### config.mk
export PLATFORM = sky130hd
export DESIGN_NAME = spatz_tcdm_demux
export DESIGN_NICKNAME = d
export VERILOG_FILES = /design/src/rtl/spatz_cluster_pkg.sv /design/src/rtl/spatz_demux_tracker.sv /design/src/rtl/spatz_tcdm_demux.sv
export SDC_FILE = /design/constraint.sdc
export NUM_CORES = 1
export LEC_CHECK = 0
export ABC_AREA = 1
export BUFFER_PORTS_ARGS = -buffer_cell sky130_fd_sc_hd__buf_4
export CAP_MARGIN = 0
export CORE_AREA = 10 10 278 280
export CTS_BUF_LIST = sky130_fd_sc_hd__clkbuf_4 sky130_fd_sc_hd__clkbuf_8
export CTS_CLUSTER_SIZE = 40
export DETAILED_ROUTE_END_ITERATION = 10
export DIE_AREA = 0 0 288 290
export PLACE_DENSITY = 0.35
export SLEW_MARGIN = 10
export SYNTH_ARGS = -nofsm -noshare
export SYNTH_HDL_FRONTEND = slang
export SYNTH_SLANG_ARGS = --single-unit
### constraint.sdc
create_clock -name clk_i -period 2.78 [get_ports clk_i]
set_input_delay 0.417 -clock clk_i [delete_from_list [all_inputs] [get_ports clk_i]]
set_output_delay 0.417 -clock clk_i [all_outputs]
set_load 0.01 [all_outputs]
### src/rtl/spatz_cluster_pkg.sv
// Shared cluster types: demux target select and default reqrsp bundles.
// The default bundles carry a 32-bit address and a 4-bit core_id.
package spatz_cluster_pkg;

  typedef enum logic {
    Tcdm   = 1'b0,
    Periph = 1'b1
  } tdemux_target_e;

  localparam int unsigned DmxAddrWidth   = 32;
  localparam int unsigned DmxDataWidth   = 32;
  localparam int unsigned DmxCoreIdWidth = 4;

  typedef struct packed {
    logic [DmxCoreIdWidth-1:0] core_id;
  } dmx_user_t;

  typedef struct packed {
    logic [DmxAddrWidth-1:0]   addr;
    logic                      write;
    logic [DmxDataWidth-1:0]   data;
    logic [DmxDataWidth/8-1:0] strb;
    dmx_user_t                 user;
  } dmx_req_chan_t;

  typedef struct packed {
    logic [DmxDataWidth-1:0] data;
    logic                    error;
  } dmx_rsp_chan_t;

  typedef struct packed {
    dmx_req_chan_t q;
    logic          q_valid;
    logic          p_ready;
  } dmx_req_t;

  typedef struct packed {
    dmx_rsp_chan_t p;
    logic          p_valid;
    logic          q_ready;
  } dmx_rsp_t;

endpackage

### src/rtl/spatz_demux_tracker.sv
// Per-port outstanding counter and sticky target select.
// allow depends only on registered state and the decoded target.
module spatz_demux_tracker
  import spatz_cluster_pkg::*;
#(
  parameter int unsigned MaxOutstanding = 4
) (
  input  logic           clk_i,
  input  logic           rst_ni,
  input  tdemux_target_e i_tgt,
  input  logic           i_q_hs,
  input  logic           i_p_hs,
  output logic           o_allow,
  output tdemux_target_e o_sel,
  output logic           o_idle
);

  typedef logic [$clog2(MaxOutstanding+1)-1:0] cnt_t;

  localparam cnt_t CntMax = cnt_t'(MaxOutstanding);

  cnt_t           r_cnt;
  tdemux_target_e r_sel;

  assign o_idle  = (r_cnt == '0);
  assign o_sel   = r_sel;
  assign o_allow = (r_cnt < CntMax) &&
                   (o_idle || (r_sel == i_tgt));

  always_ff @(posedge clk_i or negedge rst_ni) begin
    if (!rst_ni) begin
      r_cnt <= '0;
      r_sel <= Tcdm;
    end else begin
      if (i_q_hs) begin
        r_sel <= i_tgt;
      end
      unique case ({i_q_hs, i_p_hs})
        2'b10:   r_cnt <= r_cnt + cnt_t'(1);
        2'b01:   r_cnt <= r_cnt - cnt_t'(1);
        default: r_cnt <= r_cnt;
      endcase
    end
  end

  a_no_underflow: assert property (
    @(posedge clk_i) disable iff (!rst_ni)
    i_p_hs |-> (r_cnt != '0));

  a_no_overflow: assert property (
    @(posedge clk_i) disable iff (!rst_ni)
    (i_q_hs && !i_p_hs) |-> (r_cnt != CntMax));

endmodule

### src/rtl/spatz_tcdm_demux.sv
// Per-core address demux between TCDM and peripheral paths.
// Responses return in order by stalling target switches until idle.
module spatz_tcdm_demux
  import spatz_cluster_pkg::*;
#(
  parameter int unsigned AddrWidth      = 32,
  parameter int unsigned NrPorts        = 2,
  parameter int unsigned MaxOutstanding = 4,
  parameter type         dreq_t         = dmx_req_t,
  parameter type         drsp_t         = dmx_rsp_t,
  parameter type         addr_t         = logic [AddrWidth-1:0]
) (
  input  logic  clk_i,
  input  logic  rst_ni,
  input  dreq_t in_req_i     [NrPorts-1:0],
  output drsp_t in_rsp_o     [NrPorts-1:0],
  output dreq_t tcdm_req_o   [NrPorts-1:0],
  input  drsp_t tcdm_rsp_i   [NrPorts-1:0],
  output dreq_t periph_req_o [NrPorts-1:0],
  input  drsp_t periph_rsp_i [NrPorts-1:0],
  input  addr_t tcdm_start_address_i,
  input  addr_t tcdm_end_address_i
);

  for (genvar i = 0; i < NrPorts; i++) begin : g_port
    tdemux_target_e w_tgt;
    tdemux_target_e w_sel;
    logic           w_allow;
    logic           w_idle;
    logic           w_q_hs;
    logic           w_p_hs;
    dreq_t          w_tcdm_req;
    dreq_t          w_periph_req;
    drsp_t          w_in_rsp;

    // An empty or inverted window never matches, so all goes to Periph.
    assign w_tgt =
      ((in_req_i[i].q.addr >= tcdm_start_address_i) &&
       (in_req_i[i].q.addr <  tcdm_end_address_i)) ? Tcdm : Periph;

    always_comb begin
      w_tcdm_req   = in_req_i[i];
      w_periph_req = in_req_i[i];
      w_tcdm_req.q_valid   = in_req_i[i].q_valid && w_allow &&
                             (w_tgt == Tcdm);
      w_periph_req.q_valid = in_req_i[i].q_valid && w_allow &&
                             (w_tgt == Periph);
      w_tcdm_req.p_ready   = in_req_i[i].p_ready && (w_sel == Tcdm);
      w_periph_req.p_ready = in_req_i[i].p_ready && (w_sel == Periph);
      w_in_rsp = tcdm_rsp_i[i];
      unique case (w_sel)
        Tcdm:   w_in_rsp = tcdm_rsp_i[i];
        Periph: w_in_rsp = periph_rsp_i[i];
      endcase
      w_in_rsp.q_ready = w_allow &&
        ((w_tgt == Tcdm) ? tcdm_rsp_i[i].q_ready
                         : periph_rsp_i[i].q_ready);
    end

    assign w_q_hs = in_req_i[i].q_valid && w_in_rsp.q_ready;
    assign w_p_hs = w_in_rsp.p_valid && in_req_i[i].p_ready;

    assign tcdm_req_o[i]   = w_tcdm_req;
    assign periph_req_o[i] = w_periph_req;
    assign in_rsp_o[i]     = w_in_rsp;

    spatz_demux_tracker #(
      .MaxOutstanding(MaxOutstanding)
    ) u_trk (
      .clk_i  (clk_i),
      .rst_ni (rst_ni),
      .i_tgt  (w_tgt),
      .i_q_hs (w_q_hs),
      .i_p_hs (w_p_hs),
      .o_allow(w_allow),
      .o_sel  (w_sel),
      .o_idle (w_idle)
    );

    a_stray_p: assert property (
      @(posedge clk_i) disable iff (!rst_ni)
      w_idle |-> !((w_sel == Tcdm) ? periph_rsp_i[i].p_valid
                                   : tcdm_rsp_i[i].p_valid));

    a_q_stable: assert property (
      @(posedge clk_i) disable iff (!rst_ni)
      (in_req_i[i].q_valid && !w_in_rsp.q_ready)
        |=> $stable(in_req_i[i].q));
  end

endmodule
==> results of run 1 <==
## metrics by stage
step                      TNS (ns)  cells
after floorplan                  0   1061
after global placement       -6.28   2321
after detailed placement     -6.03   2321
after CTS                   -0.359   2329
after global routing         -1.07   2333
final                       -0.242   2333
## logic make-up after synthesis
| group | synth area share (%) |
|---|---|
| flops | 2.98 |
| simple gates | 24.6 |
| compound gates | 7.65 |
| buf+inv | 39.8 |
| fa+ha+maj | 24.4 |
| xor+xnor | 0.521 |
## power by group through the flow
stage | clock network (mW) | logic (mW) | registers, mW
after floorplan | 0 | 1.87 | 0.213
after global placement | 0 | 3.57 | 0.232
after detailed placement | 0 | 3.56 | 0.234
after CTS | 0.175 | 3.78 | 0.233
after global routing | 0.181 | 4.21 | 0.242
final | 0.156 | 3.77 | 0.233
## worst paths after layout
check	cells past startpoint	end	slack (ns)
min in group clk_i	1	g_port[1].u_trk.r_cnt[0]	0.50
worst min register to register	1	g_port[1].u_trk.r_cnt[0]	0.50
worst max register to register	11	g_port[1].u_trk.r_cnt[2]	0.62
worst min-delay path	1	g_port[0].u_trk.r_cnt[0]	0.02
worst max-delay path	20	g_port[1].u_trk.r_cnt[2]	-0.09
max in group asynchronous	1	g_port[1].u_trk.r_cnt[1]	2.60
## worst reg2reg max path, delay by kind of cell (launching register included)
family | cells | cell delay, ns
adders and majority gates | 2 | 0.49
DFF | 1 | 0.45
buffers and inverters | 3 | 0.37
and+or+nand+nor | 3 | 0.37
AOI/OAI and AO/OA | 2 | 0.22
xor gates and xnor gates | 1 | 0.14
## synth_stat cells
| master | instances |
|---|---|
| nand2_1 | 324 |
| xor2_1 | 2 |
| o21ai_0 | 15 |
| buf_4 | 292 |
| nand3b_2 | 2 |
| a21oi_2 | 1 |
| nor2_1 | 37 |
| buf_2 | 1 |
| o21ai_1 | 6 |
| nor3b_2 | 2 |
| and3_1 | 2 |
| buf_1 | 3 |
| inv_1 | 107 |
| nand3b_1 | 3 |
| inv_2 | 5 |
| o21a_1 | 3 |
| nand2_2 | 4 |
| ha_1 | 128 |
| clkbuf_1 | 10 |
| xnor2_1 | 2 |
| nand3_1 | 7 |
| dfrtp_1 | 8 |
| o21bai_1 | 2 |
| nor3_1 | 5 |
| nand4_2 | 2 |
| nand4_1 | 9 |
| a21o_1 | 4 |
| clkinv_1 | 2 |
| nand3_2 | 3 |
| fa_1 | 2 |
| nor2_4 | 2 |
| o2111ai_1 | 2 |
| a21oi_1 | 63 |
| clkinv_2 | 1 |
## cell usage in the layout (no fill, tap or decap), types with 12 or more instances in the layout
cell type,Yosys,layout
ha_4,0,22
a21oi_1,63,40
inv_2,5,19
nor2_1,37,21
buf_4,292,612
nand2_1,324,290
ha_1,128,105
inv_1,107,91
nand2_4,0,12
a21oi_2,1,22
buf_6,0,13
nand2_2,4,26
## sequential cells by signal (all words and copies together), names as in the netlist
signal / count
g_port.u_trk.r_cnt: 6
g_port.u_trk.o_sel: 2
## metal layers
layer	wire length (µm)	global-route usage, %	up-vias
met5	106	0.892	-
met4	588	1.37	4
met3	3640	2.75	69
met2	19900	16.3	380
met1	15700	10.2	3238
li1	-	-	3697
## final cells by class
cell class | instances | area, µm²
timing repair buffer | 625 | 4740
inverter | 115 | 439
sequential | 8 | 200
multi-input combinational | 632 | 4550
clock buffer | 3 | 41.3
tap | 950 | 1190
fill | 8321 | 60200
## what timing repair did
action                                  in CTS  in global routing
cloned                                       0                  0
buffers inserted                             5                  4
pin swaps                                   37                 46
hold buffers                                 0                  0
gates resized for setup                    121                 57
endpoints found under the setup margin      12                 10
==> metrics.md, run 1 <==
| Metric | Value |
|---|---|
| Failing checks | `setup timing` |
| Largest net degree at the start of global routing | `37` |
| DR WL/cell | `approximately 17 µm` |
| Initial drt markers | `approximately 190` |
| PnR worst setup slack | `-0.0881 ns` |
| Least-Margin Pin Slew | `roughly 0.41 ns` |
| Synthesized flop and latch total | `8` |
| Final core utilization | `around 16%` |
| Worst relative slew slack | `about 72%` |
| Tcrit/Tclk final | `103%` |
| Area grow syn2layout | `66.0%` |
| Final Max Slew Viols | `0` |
| Core Area | `71400 µm²` |
| Cell Rows | `98` |
| Mean Syn Cell Area | `approximately 6.3 µm²` |
| Type of the worst min-delay path | `primary input to async pin` |
| Final Setup Violations | `4` |
| Die area | `83500 µm²` |
| Final hold violations | `0` |
| Aggregate routed wire length | `between 30 and 40 mm` |
| Syn Std Cell Area | `just under 7000 µm²` |
| Post-synth net total | `between 1500 and 2000` |
| First-pass GRT wire length | `roughly 56 mm` |
| Area leader, netlist | `buf_4` |
| H-tree Lvls | `1` |
| CTS max path bufs | `2` |
| Max Clock Skew | `0.000295 ns` |
| Total of warnings raised by yosys | `0` |
| Die H | `290 µm` |
| Worst Path Required | `2.90 ns` |
| Post-route ant nets | `0` |
| RSZ-0062 raised after global routing | `yes` |
| Share of power burned in registers | `~5.6%` |
| Clk slew on worst S/H paths | `~0.050 ns` |
| Launch point of the worst path | `tcdm_start_address_i[29]` |
| Diodes inserted | `0` |
| Clk root buf | `clkbuf_8` |
| Power Total | `around 4.2 mW` |
| Synth area leaders | `buf_4 33%, ha_1 24%, nand2_1 18%` |
| Crit path DAT | `a little under 3 ns` |
| Yosys top cell area share | `32.6%` |
| Share of cells above drive strength 1 | `between 50 and 60%` |
| Fin Hold WS | `0.0151 ns` |
| Sw Ratio | `51.7%` |
| Antenna violations before repair | `6` |
| Drt pass-1 iters | `4` |
| # DRC | `0` |
| Peak Freq | `349 MHz` |
| Slowest stage delay, CP | `~0.35 ns` |
| Total Routing Usage GR | `under 10%` |
| R2R Path Start | `g_port[1].u_trk.o_sel` |
| Outcome | `finished, violations left` |
| Mapped Cells | `around 1100` |
| Vias in the first global route | `~8200` |
| Sequential share of the synthesized area | `approximately 3%` |
| Combinational fraction of design power | `approximately 90%` |
| DP Area | `between 10000 and 15000 µm²` |
| Crit. End Element | `flip-flop` |
| WP buf/inv | `5` |
| Vias per cell | `3.17` |
| Critical path class | `primary input to flip-flop` |
| Num ports | `between 700 and 800` |
| Clock power share | `3.7%` |
| TritonCTS buffer count | `3` |
| Sw Pwr | `2.15 mW` |
| Tmin final | `between 2 and 3 ns` |
| # nets final | `between 1500 and 2000` |
| RD Place Congestion | `roughly 0.77` |
| Pwr Density | `373 nW/µm²` |
| CTS tree | `done` |
| Crit path max-delay cell type | `fa_2` |
| DP HPWL | `37.3 mm` |
| Setup WS pre-CTS | `-0.845 ns` |
| CP Launch Type | `primary input` |
| Initial Util | `9.43%` |
| Worst VDD drop | `between 0.2 and 0.3 mV` |
| Die Wd | `approximately 290 µm` |
| CP top delay family | `simple AND/OR/NAND/NOR gates` |
| Max_cap viols | `0` |
| Port Buffer Count | `approximately 480` |
| CTS sink count | `8` |
| Leakage power | `6.07 nW` |
| GRT overflow | `0` |
| Clock insertion delay at the later pin of the skew report | `~0.24 ns` |
| Internal | `roughly 2.0 mW` |
| Via Count | `~7400` |
| Crit path max fanout | `3` |
| Design Area, Final | `11200 µm²` |
| CP cell instances | `buf_4 > inv_2 > buf_4 > ha_1 > nand2_2 > nor2_2 > nand4_1 > a21oi_1 > nor2_2 > nand2_4 > nand4_1 > nand2_4 > inv_4 > nand4_4 > ha_4 > inv_4 > fa_2 > a21oi_2 > o21ai_2 > xor2_1` |
| Synth cell types | `34` |
(Power assumes the default switching activity.)
==> inputs of run 2 (changes only) <==
--- a/config.mk
+++ b/config.mk
@@ -14,6 +14,7 @@
 export DETAILED_ROUTE_END_ITERATION = 10
 export DIE_AREA = 0 0 288 290
 export PLACE_DENSITY = 0.35
+export REMOVE_ABC_BUFFERS = 1
 export SLEW_MARGIN = 10
 export SYNTH_ARGS = -nofsm -noshare
 export SYNTH_HDL_FRONTEND = slang
==> constraint.sdc (replaced) <==
create_clock -name clk_i -period 3.6 [get_ports clk_i]
set_input_delay 0.54 -clock clk_i [delete_from_list [all_inputs] [get_ports clk_i]]
set_output_delay 0.54 -clock clk_i [all_outputs]
set_load 0.01 [all_outputs]
==> run 2 against run 1 <==
- the flow now finishes without violations
- count of clock-buffer cells in the layout unchanged
- first-iteration DRC count increased by 21%
- hold slack improved by 0.11 ns
- clock power decreased by 23%
- setup slack improved by 0.41 ns
- sequential power decreased by 24%
- flip-flop and latch count unchanged
- core utilization decreased by 2.4 points
==> metrics.md, run 2 (same netlist as run 1, synthesis figures left out) <==
| Metric | Value |
|---|---|
| # DRC | `0` |
| Total Routing Usage GR | `11.7%` |
| Number of flip-flops under the largest register name | `6` |
| Pwr Density | `around 290 nW/µm²` |
| DR WL/cell | `around 24 µm` |
| Post-route ant nets | `0` |
| Crit path max fanout | `4` |
| Most flops, register | `g_port.u_trk.r_cnt` |
| Critical path class | `primary input to flip-flop` |
| FF-to-FF setup slack | `about 1.2 ns` |
| Launch point of the worst path | `in_req_i[48]` |
| Final Setup Violations | `0` |
| RSZ-0062 raised after global routing | `no` |
| Clock insertion delay at the later pin of the skew report | `0.24 ns` |
| Max Clock Skew | `about 0.00028 ns` |
| RR Endpoint | `g_port[1].u_trk.r_cnt[2]` |
| Leakage power | `~5.3 nW` |
| TritonCTS buffer count | `3` |
| RD Place Congestion | `slightly below 0.8` |
| Via Count | `roughly 7300` |
| Commonest non-fill, non-tap cells in the layout | `495 x buf_4, 324 x nand2_1, 128 x ha_1, 107 x inv_1, 63 x a21oi_1` |
| Vias per cell | `3.32` |
| Final Max Slew Viols | `0` |
| Largest net degree at the start of global routing | `40` |
| CTS sink count | `8` |
| CP Launch Type | `primary input` |
| CTS tree | `done` |
| First-pass GRT wire length | `between 60 and 70 mm` |
| Post_cts resized | `0` |
| Crit path DAT | `between 3 and 4 ns` |
| Core Area | `71400 µm²` |
| R2R Path Start | `g_port[1].u_trk.o_sel` |
| Die H | `roughly 290 µm` |
| Die area | `between 80000 and 90000 µm²` |
| Worst VDD drop | `0.160 mV` |
| Drt pass-1 iters | `4` |
| Antenna violations before repair | `3` |
| Port Buffer Count | `~480` |
| Max_cap viols | `0` |
| Worst relative slew slack | `between 60% and 70%` |
| # nets final | `1741` |
| Num ports | `between 700 and 800` |
| Worst setup path end | `g_port[0].u_trk.r_cnt[2]` |
| Peak Freq | `about 300 MHz` |
| Clk slew on worst S/H paths | `approximately 0.050 ns` |
| Tcrit/Tclk final | `roughly nine tenths` |
| Worst Path Required | `3.72 ns` |
| Area grow syn2layout | `40.2%` |
| Initial drt markers | `231` |
| Outcome | `complete, no violations` |
| Initial Util | `under 10%` |
| CTS max path bufs | `2` |
| Fin Setup TNS | `0 ns` |
| Cell Rows | `around 100` |
| Fillers | `a little over 8000` |
| Clk root buf | `clkbuf_8` |
| Die Wd | `roughly 290 µm` |
| Power Total | `between 2 and 3 mW` |
| Setup bufs post-CTS | `0` |
| GRT overflow | `0` |
| Type of the worst min-delay path | `primary input to async pin` |
| Least-Margin Pin Slew | `0.550 ns` |
| DP HPWL | `47.0 mm` |
| R2R cell count | `10` |
| Commonest non-fill, non-tap cell in the layout | `buf_4` |
| Crit. End Element | `flip-flop` |
| H-tree Lvls | `1` |
| Post-CTS Hold Fix Bufs | `0` |
| Share of cells above drive strength 1 | `roughly two fifths` |
| Final hold violations | `0` |
| Tmin final | `3.28 ns` |
| Aggregate routed wire length | `around 53 mm` |
| Vias in the first global route | `between 7000 and 8000` |
==> run 2: cell types whose count changed in the layout (fill, tap and decap cells not counted), sizes merged <==
cell    previous run  this run
buf              625       495
clkinv             2         3
diode              0         2
inv              113       112
==> run 2: metrics by stage <==
stage	utilization (%)	area, µm²	instances	hold WS (ns)	setup slack, ns
2_1_floorplan	-	4480	755	0.244	0.369
3_3_place_gp	13.2	9390	2200	0.399	-0.0397
3_5_place_dp	13.2	9390	2200	0.399	-0.0218
4_1_cts	13.2	9430	2203	0.118	0.229
5_1_grt	13.2	9430	2203	0.121	0.0823
6_report	13.2	9430	2205	0.125	0.322
==> run 2: layout make-up <==
type                       instances  area (µm²)  share of cell area, %
clock buffer                       3        41.3                  0.438
inverter                         115         433                   4.59
sequential                         8         200                   2.12
antenna                            2        5.00                 0.0531
multi-input combinational        632        3850                   40.8
tap                              950        1190                   12.6
timing repair buffer             495        3720                   39.4
==> run 2: critical path, stage by stage <==
cell and delay (ns):
buf_4 0.14, ha_1 0.31, a21oi_1 0.16, nor2_1 0.06
nor3_1 0.13, nand2_1 0.13, nand2_1 0.08, nand2_1 0.18
nand2_1 0.24, nand3_2 0.14, nand2_1 0.10, nand3b_2 0.10
nand4_2 0.09, ha_1 0.15, inv_1 0.07, fa_1 0.38
a21oi_1 0.15, o21ai_0 0.11, xor2_1 0.15
==> run 2: worst min-delay path by stage <==
stage | from | end | cells past startpoint
final | rst_ni | g_port[0].u_trk.r_cnt[1] | 1
after detailed placement | rst_ni | g_port[0].u_trk.r_cnt[1] | 1
after CTS | rst_ni | g_port[0].u_trk.r_cnt[1] | 1
after global routing | rst_ni | g_port[0].u_trk.r_cnt[1] | 1
after floorplan | rst_ni | g_port[0].u_trk.o_sel | 0
after global placement | rst_ni | g_port[0].u_trk.r_cnt[1] | 1
==> run 2: report_power, final <==
group          internal, mW  switching [mW]  leakage (nW)  total (mW)
combinational          1.09            1.35          5.22        2.44
clock                0.0734          0.0464        0.0216       0.120
sequential            0.138          0.0381        0.0957       0.176
total                  1.30            1.44          5.34        2.74
==> run 2: layer usage <==
metal | global-route usage [%] | part of all wire, %
met2 | 15.1 | 36
met3 | 11.8 | 21
met1 | 13.4 | 41
met5 | 5.95 | 1.2
met4 | 0.837 | 0.49
==> inputs of run 3 (changes only) <==
--- a/config.mk
+++ b/config.mk
@@ -6,14 +6,14 @@
 export NUM_CORES = 1
 export LEC_CHECK = 0
 export ABC_AREA = 1
-export BUFFER_PORTS_ARGS = -buffer_cell sky130_fd_sc_hd__buf_4
 export CAP_MARGIN = 0
 export CORE_AREA = 10 10 278 280
 export CTS_BUF_LIST = sky130_fd_sc_hd__clkbuf_4 sky130_fd_sc_hd__clkbuf_8
 export CTS_CLUSTER_SIZE = 40
 export DETAILED_ROUTE_END_ITERATION = 10
 export DIE_AREA = 0 0 288 290
-export PLACE_DENSITY = 0.35
+export DONT_BUFFER_PORTS = 1
+export PLACE_DENSITY = 0.3
 export REMOVE_ABC_BUFFERS = 1
 export SLEW_MARGIN = 10
 export SYNTH_ARGS = -nofsm -noshare
==> constraint.sdc (replaced) <==
create_clock -name clk_i -period 3.8 [get_ports clk_i]
set_input_delay 0.57 -clock clk_i [delete_from_list [all_inputs] [get_ports clk_i]]
set_output_delay 0.57 -clock clk_i [all_outputs]
set_load 0.01 [all_outputs]
==> run 3 against run 2 <==
- power shrank 40%
- flip-flop and latch count is the same
- count of clock-buffer cells in the layout is the same
- setup slack gained 0.25 ns
- routed wire length shrank 9.4%
- combinational power shrank 44%
- final cell count shrank 22%
- via count shrank 26%
- cell area shrank 39%
- first-iteration DRC count grew 32%
- clock skew is essentially flat
- critical path type unchanged
==> metrics.md, run 3 (same netlist as run 1, synthesis figures left out) <==
| Metric | Value |
|---|---|
| Initial drt markers | `around 300` |
| Setup bufs post-CTS | `0` |
| CTS tree | `done` |
| # DRC | `0` |
| Num ports | `726` |
| R2R Path Start | `g_port[0].u_trk.o_sel` |
| Crit. End Element | `flip-flop` |
| Total Routing Usage GR | `a little over a tenth` |
| Antenna violations before repair | `5` |
| H-tree Lvls | `1` |
| Clock insertion delay at the later pin of the skew report | `approximately 0.23 ns` |
| Max_cap viols | `0` |
| Final hold violations | `0` |
| Vias in the first global route | `about 5500` |
| Die H | `290 µm` |
| Clk slew on worst S/H paths | `0.05 ns` |
| Final Setup Violations | `0` |
| CP Launch Type | `primary input` |
| Commonest non-fill, non-tap cell in the layout | `nand2_1` |
| Largest net degree at the start of global routing | `40` |
| Inst Count DP | `1713` |
| Port Buffer Count | `0` |
| Post-CTS Hold Fix Bufs | `0` |
| Most flops, register | `g_port.u_trk.r_cnt` |
| Number of flip-flops under the largest register name | `6` |
| Pwr Density | `roughly 290 nW/µm²` |
| R2R cell count | `10` |
| Slowest stage delay, CP | `0.38 ns` |
| Power Total | `1.65 mW` |
| CTS sink count | `8` |
| Area grow syn2layout | `-14.1%` |
| Crit path DAT | `3.33 ns` |
| Via Count | `about 5400` |
| First-pass GRT wire length | `between 50 and 60 mm` |
| RD Place Congestion | `~0.74` |
| DP HPWL | `about 42 mm` |
| Outcome | `complete, no violations` |
| Peak Freq | `about 310 MHz` |
| Commonest non-fill, non-tap cells in the layout | `324 x nand2_1, 128 x ha_1, 107 x inv_1, 63 x a21oi_1, 37 x nor2_1` |
| GRT overflow | `0` |
| Worst setup path end | `g_port[0].u_trk.r_cnt[2]` |
| Drt pass-1 iters | `5` |
| RR Endpoint | `g_port[0].u_trk.r_cnt[2]` |
| Worst relative slew slack | `69.5%` |
| Least-Margin Pin Slew | `0.457 ns` |
| Tmin final | `~3.2 ns` |
| Fin Setup TNS | `0 ns` |
| Post_cts resized | `0` |
| Die Wd | `around 290 µm` |
| Critical path class | `primary input to flip-flop` |
| Layout Cells excl Fill | `approximately 1700` |
| Post-route ant nets | `0` |
| Vias per cell | `between 3 and 4` |
| Crit path max fanout | `4` |
| Clk root buf | `clkbuf_8` |
| Crit-path most repeated cell | `nand2_1` |
| CP cell instances | `inv_1 > ha_1 > nand2_1 > nor2_1 > nand2_1 > nand3_1 > nand2_1 > nand2_1 > nand2_1 > nand2_1 > nand2_1 > nand2_1 > nand3_2 > nand2_1 > nand3b_2 > nand4_2 > ha_1 > inv_1 > fa_1 > a21oi_1 > o21ai_0 > xor2_1` |
| Aggregate routed wire length | `~48 mm` |
| Die area | `~84000 µm²` |
| Crit path max-delay cell type | `fa_1` |
| FF-to-FF setup slack | `between 1 and 1.5 ns` |
| Worst VDD drop | `0.147 mV` |
| RSZ-0062 raised after global routing | `no` |
| # nets final | `about 1300` |
| Initial Util | `a little under a tenth` |
| Max Clock Skew | `between 0.0002 and 0.00025 ns` |
| Leakage power | `about 3.0 nW` |
| TritonCTS buffer count | `3` |
| CTS max path bufs | `2` |
| DR WL/cell | `about 28 µm` |
| Cell Rows | `between 90 and 100` |
| Type of the worst min-delay path | `primary input to async pin` |
| Core Area | `between 70000 and 80000 µm²` |
| Worst Path Required | `just under 4 ns` |
| Launch point of the worst path | `tcdm_start_address_i[2]` |
| Share of cells above drive strength 1 | `under 10%` |
| Tcrit/Tclk final | `between 80% and 90%` |
| Final Max Slew Viols | `0` |
==> run 3: changes by cell type in the layout (fill, tap and decap cells not counted), sizes merged <==
cell	previous run	this run
buf	495	8
==> run 3: worst max-delay path, delay by kind of cell <==
kind,cells,cell delay [ns]
and+or+nand+nor,14,1.44
xor gates and xnor gates,1,0.15
buffers and inverters,2,0.11
AOI/OAI and AO/OA,2,0.25
adders and majority gates,3,0.82
==> run 3: cell type report <==
class | count | area [µm²]
inverters | 115 | 433
flip-flops and latches | 8 | 200
well taps | 950 | 1190
clock buffers | 3 | 41.3
multi-input cells | 632 | 3850
fillers | 8448 | 65600
repair buffers | 8 | 60.1
diodes | 2 | 5.00
==> run 3: through the flow <==
| stage | instance area [µm²] | hold slack (ns) | utilization, % | setup WS (ns) |
|---|---|---|---|---|
| finish | 5780 | 0.0288 | 8.09 | 0.575 |
| CTS | 5770 | 0.0157 | 8.09 | 0.486 |
| detailed placement | 5730 | 0.276 | 8.03 | 0.235 |
| global route | 5770 | 0.00772 | 8.09 | 0.150 |
| floorplan | 4480 | 0.274 | - | 0.569 |
| global placement | 5730 | 0.277 | 8.03 | 0.239 |
==> run 3: how the worst min path moves through the flow <==
stage	from	endpoint	slack (ns)	cells past startpoint
finish	rst_ni	g_port[1].u_trk.r_cnt[1]	0.03	0
global route	rst_ni	g_port[1].u_trk.o_sel	0.008	0
CTS	rst_ni	g_port[1].u_trk.o_sel	0.02	0
detailed placement	rst_ni	g_port[1].u_trk.o_sel	0.28	0
global placement	rst_ni	g_port[1].u_trk.o_sel	0.28	0
floorplan	rst_ni	g_port[0].u_trk.o_sel	0.27	0
==> run 3: report_power, final <==
part	switching (mW)	leakage [nW]	internal [mW]
Sequential	0.0473	0.0957	0.130
Combinational	0.984	2.87	0.386
Clock	0.0381	0.0216	0.0691
==> run 3: layer usage <==
metal / routed length (µm) / global-route usage [%] / vias to the layer above / part of all wire (%)
met1: 18400 / 12.0 / 2294 / 38
li1: - / - / 2456 / -
met4: 263 / 0.799 / 24 / 0.55
met5: 965 / 8.33 / - / 2.0
met2: 16400 / 13.1 / 606 / 34
met3: 11700 / 12.2 / 35 / 25
